--- config.mk ---
export PLATFORM = sky130hd
export DESIGN_NAME = fetch_queue_flat
export DESIGN_NICKNAME = d
export VERILOG_FILES = /design/src/rtl/fetch_queue_if.sv /design/src/rtl/fetch_queue.sv /design/src/flat_wrapper.sv
export SDC_FILE = /design/constraint.sdc
export NUM_CORES = 1
export LEC_CHECK = 0
export BUFFER_PORTS_ARGS = -buffer_cell sky130_fd_sc_hd__buf_2
export CAP_MARGIN = 5
export CORE_MARGIN = 2
export CORE_UTILIZATION = 60
export CTS_CLUSTER_DIAMETER = 40
export CTS_CLUSTER_SIZE = 10
export DETAILED_ROUTE_END_ITERATION = 16
export GPL_TIMING_DRIVEN = 0
export MAX_ROUTING_LAYER = met4
export PLACE_DENSITY = 0.83
export SYNTH_ARGS = -nofsm -noshare
export SYNTH_HDL_FRONTEND = slang
export SYNTH_SLANG_ARGS = --single-unit
--- constraint.sdc ---
create_clock -name i_clk -period 15.1 [get_ports i_clk]
set_input_delay 0.755 -clock i_clk [delete_from_list [all_inputs] [get_ports i_clk]]
set_output_delay 0.755 -clock i_clk [all_outputs]
set_load 0.02 [all_outputs]
--- src/rtl/fetch_queue_if.sv ---
// fetch_queue_if: imem request/response, branch redirect and decode-side handshake of the prefetch stage.
interface fetch_queue_if #(
  parameter int DEPTH = 4
);
  logic                    o_imem_req;
  logic [31:0]             o_imem_addr;
  logic                    i_imem_ack;
  logic [31:0]             i_imem_data;
  logic                    i_PCSrc;
  logic [31:0]             i_branch_addr;
  logic                    o_valid;
  logic                    i_ready;
  logic [31:0]             o_next_pc;
  logic [31:0]             o_data;
  logic [$clog2(DEPTH):0]  o_count;
  modport master (
    output o_imem_req, o_imem_addr, o_valid, o_next_pc, o_data, o_count,
    input  i_imem_ack, i_imem_data, i_PCSrc, i_branch_addr, i_ready
  );
  modport slave (
    input  o_imem_req, o_imem_addr, o_valid, o_next_pc, o_data, o_count,
    output i_imem_ack, i_imem_data, i_PCSrc, i_branch_addr, i_ready
  );
endinterface

--- src/rtl/fetch_queue.sv ---
// fetch_queue: sequential instruction prefetch with a small first-word-fall-through buffer and branch redirect flush.
module fetch_queue #(
  parameter int          DEPTH    = 4,
  parameter logic [31:0] RESET_PC = 32'h0000_0000
) (
  input logic          i_clk,
  input logic          i_rst,
  fetch_queue_if.master bus
);
  localparam int AW = $clog2(DEPTH);
  localparam logic [AW:0] FULL = (AW+1)'(DEPTH);
  typedef enum logic [1:0] {IDLE, WAIT, DROP} state_t;
  state_t        state_q, state_d;
  logic [31:0]   pc_q, pc_d;
  logic [AW-1:0] rd_q, rd_d, wr_q, wr_d;
  logic [AW:0]   cnt_q, cnt_d;
  logic [63:0]   mem_q [DEPTH];
  logic [63:0]   head;
  logic          req, push, pop, valid;
  assign valid = cnt_q != '0;
  assign head  = mem_q[rd_q];
  always_comb begin
    req     = !i_rst && state_q == IDLE && !bus.i_PCSrc && cnt_q < FULL;
    push    = state_q == WAIT && bus.i_imem_ack && !bus.i_PCSrc;
    pop     = valid && bus.i_ready && !bus.i_PCSrc;
    // an ack in WAIT or DROP always ends the outstanding request, redirect or not
    state_d = state_q == IDLE ? (req ? WAIT : IDLE)
            : bus.i_imem_ack ? IDLE
            : bus.i_PCSrc ? DROP : state_q;
    pc_d    = bus.i_PCSrc ? bus.i_branch_addr : push ? pc_q + 32'd4 : pc_q;
    wr_d    = bus.i_PCSrc ? '0 : wr_q + AW'(push);
    rd_d    = bus.i_PCSrc ? '0 : rd_q + AW'(pop);
    cnt_d   = bus.i_PCSrc ? '0 : cnt_q + (AW+1)'(push) - (AW+1)'(pop);
  end
  always_ff @(posedge i_clk) begin
    if (i_rst) begin
      state_q <= IDLE;
      pc_q    <= RESET_PC;
      rd_q    <= '0;
      wr_q    <= '0;
      cnt_q   <= '0;
    end else begin
      state_q <= state_d;
      pc_q    <= pc_d;
      rd_q    <= rd_d;
      wr_q    <= wr_d;
      cnt_q   <= cnt_d;
    end
  end
  always_ff @(posedge i_clk) begin
    if (push) mem_q[wr_q] <= {pc_q + 32'd4, bus.i_imem_data};
  end
  assign bus.o_imem_req  = req;
  assign bus.o_imem_addr = pc_q;
  assign bus.o_valid     = valid;
  assign bus.o_next_pc   = valid ? head[63:32] : '0;
  assign bus.o_data      = valid ? head[31:0] : '0;
  assign bus.o_count     = cnt_q;
endmodule

--- src/flat_wrapper.sv ---
// flat-port wrapper written by rule: the top's interface ports become plain ports
module fetch_queue_flat 
#(
  parameter int          DEPTH    = 4,
  parameter logic [31:0] RESET_PC = 32'h0000_0000
)
  (i_clk, i_rst, bus_o_imem_req, bus_o_imem_addr, bus_o_valid, bus_o_next_pc, bus_o_data, bus_o_count, bus_i_imem_ack, bus_i_imem_data, bus_i_PCSrc, bus_i_branch_addr, bus_i_ready);
  fetch_queue_if #(.DEPTH(DEPTH)) bus_i ();
  input logic i_clk;
  input logic i_rst;
  output wire logic [$bits(bus_i.o_imem_req)-1:0] bus_o_imem_req;
  output wire logic [$bits(bus_i.o_imem_addr)-1:0] bus_o_imem_addr;
  output wire logic [$bits(bus_i.o_valid)-1:0] bus_o_valid;
  output wire logic [$bits(bus_i.o_next_pc)-1:0] bus_o_next_pc;
  output wire logic [$bits(bus_i.o_data)-1:0] bus_o_data;
  output wire logic [$bits(bus_i.o_count)-1:0] bus_o_count;
  input wire logic [$bits(bus_i.i_imem_ack)-1:0] bus_i_imem_ack;
  input wire logic [$bits(bus_i.i_imem_data)-1:0] bus_i_imem_data;
  input wire logic [$bits(bus_i.i_PCSrc)-1:0] bus_i_PCSrc;
  input wire logic [$bits(bus_i.i_branch_addr)-1:0] bus_i_branch_addr;
  input wire logic [$bits(bus_i.i_ready)-1:0] bus_i_ready;
  assign bus_o_imem_req = bus_i.o_imem_req;
  assign bus_o_imem_addr = bus_i.o_imem_addr;
  assign bus_o_valid = bus_i.o_valid;
  assign bus_o_next_pc = bus_i.o_next_pc;
  assign bus_o_data = bus_i.o_data;
  assign bus_o_count = bus_i.o_count;
  assign bus_i.i_imem_ack = bus_i_imem_ack;
  assign bus_i.i_imem_data = bus_i_imem_data;
  assign bus_i.i_PCSrc = bus_i_PCSrc;
  assign bus_i.i_branch_addr = bus_i_branch_addr;
  assign bus_i.i_ready = bus_i_ready;
  fetch_queue #(.DEPTH(DEPTH), .RESET_PC(RESET_PC)) u_core (.i_clk(i_clk), .i_rst(i_rst), .bus(bus_i));
endmodule
# Yosys cells after proc, flatten, opt, wreduce, memory -nomap -nowiden

Memories as Yosys holds them, arrays and structs flattened. A register that Yosys moved wholly into a read port is not among the register bits.
Index checks and enable logic that the tools add are counted.

Flip-flop bits (word level): 41
Bits in writable memories: 256
Input bits: 69
Memories: 1

Add/subtract/negate cells: 5
Order comparisons: 1
Eq/ne operators: 1
Muxes and demuxes: 11
Reductions and logical operators: 14

Memories:

| memory       | depth | bits a word | rd ports | clocked after Yosys merged registers in | wr ports | RTL line          | text |
|---|---|---|---|---|---|---|---|
| u_core.mem_q | 4     | 64          | 1        | 1                                       | 1        | fetch_queue.sv:17 | `logic [63:0] mem_q [DEPTH];` |

Operators with widths:

| operator                                                               | count |
|---|---|
| 32-bit two-way mux                                                     | 4 |
| 32-bit by 3-bit adder with 32-bit output (second input constant)       | 1 |
| 2-bit two-way mux                                                      | 4 |
| 1-bit logical AND                                                      | 7 |
| 3-bit nonzero test                                                     | 2 |
| 2-bit by 1-bit adder with 2-bit output                                 | 2 |
| 3-bit by 1-bit adder with 3-bit output                                 | 1 |
| 3-bit less-than comparator (second input constant)                     | 1 |
| 1-bit two-way mux                                                      | 3 |
| 3-bit by 1-bit subtractor with 3-bit output                            | 1 |
| 2-bit by 1-bit equality test with 1-bit output (second input constant) | 1 |
| 1-bit logical NOT                                                      | 2 |
| 2-bit logical NOT                                                      | 1 |
| 2-bit nonzero test                                                     | 1 |
| 2-bit OR reduction                                                     | 1 |

# Depth between registers and ports, before layout

Gate-level depths: netlist of the first run.

Depth in word-level cells: 6
Depth in mapped cells: 11

# Least setup slack after synthesis of the first run

OpenSTA, ideal clock, no wires.

Path type: input -> register
Start point: input port bus_i_imem_ack
End point: memory u_core.mem_q[1][0], enable pin
Arrival: 7.895 ns
Data required time: 14.434 ns
Slack: 6.539 ns
Stages on the path: 4
Cell sequence: nand3b_1 clkbuf_1 clkbuf_1 nor4b_1

Longest elaborated chain between the ends: 4

Ends and longest elaborated chain:

| what                                    | RTL line           | text |
|---|---|---|
| from (decl)                             | flat_wrapper.sv:17 | `input wire logic [$bits(bus_i.i_imem_ack)-1:0] bus_i_imem_ack;` |
| 1-bit logical AND (2 in a row)          | fetch_queue.sv:24  | `push = state_q == WAIT && bus.i_imem_ack && !bus.i_PCSrc;` |
| 1-bit two-way mux                       | fetch_queue.sv:51  | `if (push) mem_q[wr_q] <= {pc_q + 32'd4, bus.i_imem_data};` |
| 1-bit two-way mux (not written as such) | fetch_queue.sv:51  |  |
| to (decl)                               | fetch_queue.sv:17  |  |

Every way passes these cells.

==> results of run 1 <==
[flip-flops by register name (all words and copies together), names as in the netlist]
name	cells
u_core.bus.o_count	3
u_core.bus.o_imem_addr	32
u_core.mem_q	256
u_core.rd_q	2
u_core.state_q	2
u_core.wr_q	2
[area by class of cell]
class | instances | area share, %
Multi-Input combinational cell | 390 | 23.84
Sequential cell | 297 | 56.37
Clock buffer | 59 | 7.659
Tap cell | 270 | 2.238
Clock inverter | 13 | 0.7543
Timing Repair Buffer | 192 | 7.195
Inverter | 19 | 0.4725
Buffer | 55 | 1.442
Antenna cell | 2 | 0.03316
[stage by stage]
stage	utilization (%)	setup slack [ns]	std cells
after floorplan	-	6.539	761
final	74.60	11.24	1297
after detailed placement	68.27	11.03	1222
after global routing	74.60	11.03	1297
after global placement	66.96	1.493	1199
after CTS	74.55	11.15	1294
[metal layers]
layer | vias to the layer above | global-route usage [%]
li1 | 3440 | -
met1 | 3820 | 35.32
met2 | 426 | 42.12
met3 | 44 | 4.907
met4 | 0 | 7.452
met5 | - | -
[path summary, 6_finish.rpt]
check / end / slack, ns / depth (start not counted)
max: bus_o_next_pc[3] / 11.24 / 5
min: u_core.mem_q[1][30]$_DFFE_PP_ / 0.46 / 1
max reg2reg: u_core.mem_q[0][20]$_DFFE_PP_ / 11.49 / 10
min reg2reg: u_core.mem_q[1][32]$_DFFE_PP_ / 0.54 / 0
[kinds of logic after synthesis]
family | synth area share [%]
AOI/OAI and AO/OA | 3.388
xor gates and xnor gates | 2.974
adders and majority gates | 0.6675
buffers and inverters | 2.336
DFF | 68.78
muxes | 11.81
and+or+nand+nor | 10.04
[synthesized netlist by cell type, types with 3 or more instances]
cell | instances | area (um^2)
a2111oi_0 | 6 | 52.55
a211oi_1 | 11 | 82.58
a21oi_1 | 7 | 35.03
a311oi_1 | 9 | 78.83
a31o_2 | 3 | 26.28
and2_1 | 70 | 437.9
and3_1 | 5 | 31.28
and4_1 | 3 | 26.28
buf_1 | 14 | 52.55
buf_2 | 4 | 20.02
clkbuf_1 | 32 | 120.1
clkbuf_2 | 5 | 25.02
dfxtp_1 | 41 | 820.8
edfxtp_1 | 256 | 7687
ha_1 | 5 | 62.56
inv_1 | 19 | 71.32
mux4_2 | 64 | 1441
nand2_1 | 20 | 75.07
nand3_1 | 12 | 60.06
nand4_1 | 15 | 93.84
nor2_1 | 41 | 153.9
nor3_1 | 12 | 60.06
nor4_1 | 15 | 93.84
nor4b_1 | 4 | 35.03
o21ai_0 | 4 | 20.02
o31a_1 | 3 | 26.28
o31ai_1 | 4 | 30.03
or2_2 | 3 | 18.77
or3_1 | 6 | 37.54
or4_1 | 7 | 52.55
xnor2_1 | 28 | 245.2
xor2_1 | 14 | 122.6
[power breakdown]
| group | total (mW) | internal, mW | switching (mW) |
|---|---|---|---|
| sequential | 0.913 | 0.903 | 0.00968 |
| combinational | 0.0838 | 0.0303 | 0.0535 |
| clock | 0.883 | 0.550 | 0.333 |
[critical path, delay by kind of cell, from the launching register on]
family                 cells  cell delay (ns)
buffers and inverters      3             1.47
DFF                        1             0.33
and+or+nand+nor            1             0.18
muxes                      1             0.61
==> impl_metrics.yaml, run 1 <==
outcome:
  status: "finished clean"
routing:
  drt_iter0_markers: 619
  wl_met3_um: 2610
  viasPerCell: 5.960
  highest_layer: "met4"
  drc: 0
  routedLengthMet1_um: 10790
  met2WireLength_um: 13680
  route.vias.total: 7730
  drt-total-wl_um: 27600
  first_pass_iters: 5
  antenna_left: 0
  wire_per_inst_um: 21.28
cts:
  cts.path.max_buffers: 3
  cts_tree: "built"
  h-tree-depth: 2
  cts.sinks: 297
  root_buffer: "clkbuf_16"
  clk_pin_slew_worst_paths_ns: 0.05
  post-cts-setup-buffers: 0
  ctsHoldBuffers: 0
  ctsResizeCount: 0
  cts_buffers: 41
  clkLatencyLatePin_ns: 0.52
final_layout:
  final_net_count: 1071
  drive_gt1_share_pct: 32.59
  multiInputGateArea_um2: 3598
  syn_to_final_growth_pct: 22.02
  final_common_cell: "edfxtp_1"
  finalInstanceArea_um2: 15090
  seq_area_um2: 8508
  fillers: 1225
  final_cell_mix: "edfxtp_1, buf_2, and2_1"
critical_path:
  crit_required_ns: 14.35
  arrival_ns: 3.11
  startpoint: "u_core.rd_q[0]$_SDFF_PP0_"
  r2r-start: "u_core.state_q[0]$_SDFFE_PP0P_"
  cp-end-kind: "primary output"
  cp_max_fo: 10
  slowest_stage: "buf_1"
  critical_path_class: "flop to primary output"
  cp_cell_sequence: "clkbuf_1, buf_1, mux4_2, and2_1, buf_2"
  critPathLaunchType: "flop"
  slowest_delay_ns: 0.80
floorplanning:
  core_area_um2: 20230
  die_area_um2: 21780
  die_y_um: 147.6
  num_rows: 52
  io_pins: 170
  die-width_um: 147.6
  start_util_pct: 61.14
hold_path:
  hold_path_class: "input pin to flop"
  hp-start: "bus_i_imem_data[30]"
sta:
  final.min_clock_period_ns: 3.863
  fin_skew_ns: 0.01480
  whs_ns: 0.4641
  finalSetupViolCount: 0
  relSlewSlack_pct: 32.59
  clock.fmax_ghz: 0.2589
  rsz0062_at_grt: "no"
  slew_violations: 0
  finalHoldViolations: 0
  period_share_pct: 25.58
  fin_tns_setup_ns: 0
  worst_pin_slew_ns: 1.003
place:
  routabilityCongestion: 0.9262
  io_buffers: 168
  hpwlAfterDp_um: 18710
  placed_cell_area_um2: 13810
grt:
  grt_pass1_wl_um: 42300
  grt_antenna_before_repair: 2
  track_usage_pct: 26.31
  overflow: 0
  grt_pass1_vias: 7665
  grt_max_degree: 45
pwr:
  power_density_nw_per_um2: 124.5
  p_leak_nw: 5.397
  finalPower_mw: 1.879
  irDropWorstVdd_mv: 0.1008
synth:
  postSynthAreaPerCell_um2: 16.26
  synth_warnings: 0
  synthArstFlopShare_pct: 0
  seq_area_frac_synth_pct: 68.78
  yosysUniqueCellTypes: 44
  ys_ff_latch: 297
  synth_edf_count: 256
  synthFlopType: "edfxtp_1"
  netlist_area_um2: 12370
  syn-num-nets: 836
  syn_inst: 761
flow_run:
  cap_violations: 0
No activity file was read; power rests on OpenSTA's default activity.
==> run 2, diff against run 1 <==
- CORE_UTILIZATION: 60 -> 52
- PLACE_DENSITY: 0.83 -> 0.76
- clock period: 15.1 -> 3.13 ns (I/O delays scaled with it)
==> impl_metrics.yaml, run 2 (synthesized netlist as in run 1, its figures left out) <==
critical_path:
  cp_max_fo: 10
  cp-end-kind: "primary output"
  critPathLaunchType: "flop"
  crit_required_ns: 2.97
  arrival_ns: 2.75
  slowest_stage: "buf_1"
  r2r-end: "u_core.bus.o_count[2]$_SDFF_PP0_"
  slowest_delay_ns: 0.58
  r2r-start: "u_core.bus.o_count[1]$_SDFF_PP0_"
  rr_worst_depth: 10
  r2r_slack_ns: 0.24
  cp_cell_sequence: "clkbuf_1, buf_1, mux4_2, and2_1, buf_2"
  critical_path_class: "flop to primary output"
grt:
  grt_antenna_before_repair: 0
  grt_pass1_wl_um: 43110
  overflow: 0
  track_usage_pct: 23.50
  grt_max_degree: 38
  grt_pass1_vias: 7869
sta:
  period_share_pct: 92.83
  rsz0062_at_grt: "no"
  finalSetupViolCount: 0
  relSlewSlack_pct: 14.63
  fin_tns_setup_ns: 0
  worst_pin_slew_ns: 1.269
  fin_skew_ns: 0.01499
  clock.fmax_ghz: 0.3442
  slew_violations: 0
  final.min_clock_period_ns: 2.906
  finalHoldViolations: 0
floorplanning:
  die_y_um: 158.2
  core_area_um2: 23400
  die-width_um: 158.2
  die_area_um2: 25040
  num_rows: 56
  io_pins: 170
  start_util_pct: 52.86
hold_path:
  min_to: "u_core.bus.o_imem_addr[26]$_SDFFE_PP0N_"
  hold_path_class: "input pin to flop"
  hp-start: "bus_i_branch_addr[26]"
  min_path_cells: 3
final_layout:
  final_core_util_pct: 67.49
  n_antenna_cell: 0
  largest_register_ffs: 256
  final_net_count: 1124
  syn_to_final_growth_pct: 27.68
  drive_gt1_share_pct: 30.61
  final_cell_mix: "edfxtp_1, buf_2, and2_1"
  top_register: "u_core.mem_q"
  final_common_cell: "edfxtp_1"
pwr:
  irDropWorstVdd_mv: 0.4458
  power_density_nw_per_um2: 573.4
  switching_share_pct: 20.78
  seqPwrFrac_pct: 48.6
  p_switching_mw: 1.883
  p_clk_share_pct: 46.2
  p_leak_nw: 5.641
  pwr-share-comb_pct: 5.2
  internal_power_mw: 7.175
place:
  routabilityCongestion: 0.9706
  io_buffers: 168
  hpwlAfterDp_um: 18480
cts:
  clk_pin_slew_worst_paths_ns: 0.05
  root_buffer: "clkbuf_16"
  cts.path.max_buffers: 3
  cts.sinks: 297
  cts_buffers: 40
  cts_tree: "built"
  h-tree-depth: 2
  clkLatencyLatePin_ns: 0.51
outcome:
  status: "finished clean"
routing:
  drc: 0
  wire_per_inst_um: 20.20
  first_pass_iters: 5
  drt_iter0_markers: 525
  drt-total-wl_um: 28220
  viasPerCell: 5.643
  antenna_left: 0
  route.vias.total: 7883
flow_run:
  cap_violations: 0
run 2: changes by cell type in the layout (fill, tap and decap cells not counted), moves of 3 or more:
cell | before | now
clkbuf_2 | 6 | 10
buf_4 | 16 | 0
buf_1 | 14 | 8
buf_6 | 4 | 8
dlygate4sd3_1 | 0 | 63
buf_8 | 0 | 4
clkinv_1 | 1 | 4
run 2: how the worst max path moves through the flow:
stage	from	to	cells past startpoint
2_1_floorplan	u_core.state_q[1]$_SDFFE_PP0P_	u_core.mem_q[1][0]$_DFFE_PP_	4
3_3_place_gp	bus_i_PCSrc	u_core.mem_q[0][9]$_DFFE_PP_	4
3_5_place_dp	u_core.rd_q[0]$_SDFF_PP0_	bus_o_next_pc[1]	5
4_1_cts	u_core.rd_q[0]$_SDFF_PP0_	bus_o_data[22]	5
5_1_grt	u_core.bus.o_count[1]$_SDFF_PP0_	u_core.bus.o_count[2]$_SDFF_PP0_	10
6_report	u_core.rd_q[1]$_SDFF_PP0_	bus_o_next_pc[1]	5
run 2: critical path: cells and delay by family (launching register included):
kind	cells	cell delay, ns
buffers and inverters	3	1.31
flip-flops	1	0.33
AND/OR/NAND/NOR	1	0.18
multiplexers	1	0.41
run 2: power groups by stage:
| stage | Clock, mW | Combinational [mW] | Sequential, mW |
|---|---|---|---|
| after global routing | 4.44 | 0.509 | 4.40 |
| final | 4.18 | 0.472 | 4.40 |
| after floorplan | 0 | 0.195 | 4.50 |
| after CTS | 4.27 | 0.466 | 4.40 |
| after detailed placement | 0 | 0.403 | 4.48 |
| after global placement | 0 | 0.388 | 4.48 |
run 2: timing repair:
| action | in CTS | in global routing |
|---|---|---|
| endpoints found under the setup margin | 60 | 33 |
| buffers inserted | 0 | 0 |
| pin swaps | 0 | 0 |
| endpoints found under the hold margin | 160 | 0 |
| resized for setup | 5 | 8 |
| hold buffers | 63 | 0 |
run 2: metrics by stage:
step | power (mW) | cell area [um^2] | setup slack, ns | hold slack [ns] | cells
2_1_floorplan | 4.699 | 12440 | -0.2999 | 0.2283 | 761
3_3_place_gp | 4.868 | 13680 | -2.016 | 0.3710 | 1248
3_5_place_dp | 4.882 | 13900 | 0.2229 | 0.3715 | 1263
4_1_cts | 9.134 | 15790 | 0.05742 | 0.02066 | 1397
5_1_grt | 9.352 | 15800 | 0.09669 | 0.05712 | 1397
6_report | 9.057 | 15800 | 0.2243 | 0.06476 | 1397
run 2: cell type report:
class                           instances  area, um^2
Fill cell                            1622        7607
Tap cell                              319       399.1
Inverter                               19       71.32
Clock inverter                         12       101.3
Buffer                                 55       270.3
Sequential cell                       297        8509
Timing Repair Buffer                  246        1682
Clock buffer                           59        1146
Multi-Input combinational cell        390        3616
run 2: layer usage:
layer | vias up | track usage, % | wire length (um)
met5 | - | - | 0
met4 | 0 | 6.692 | 666
met3 | 57 | 5.311 | 2407
met2 | 395 | 37.60 | 13640
met1 | 3875 | 30.60 | 11500
li1 | 3556 | - | -
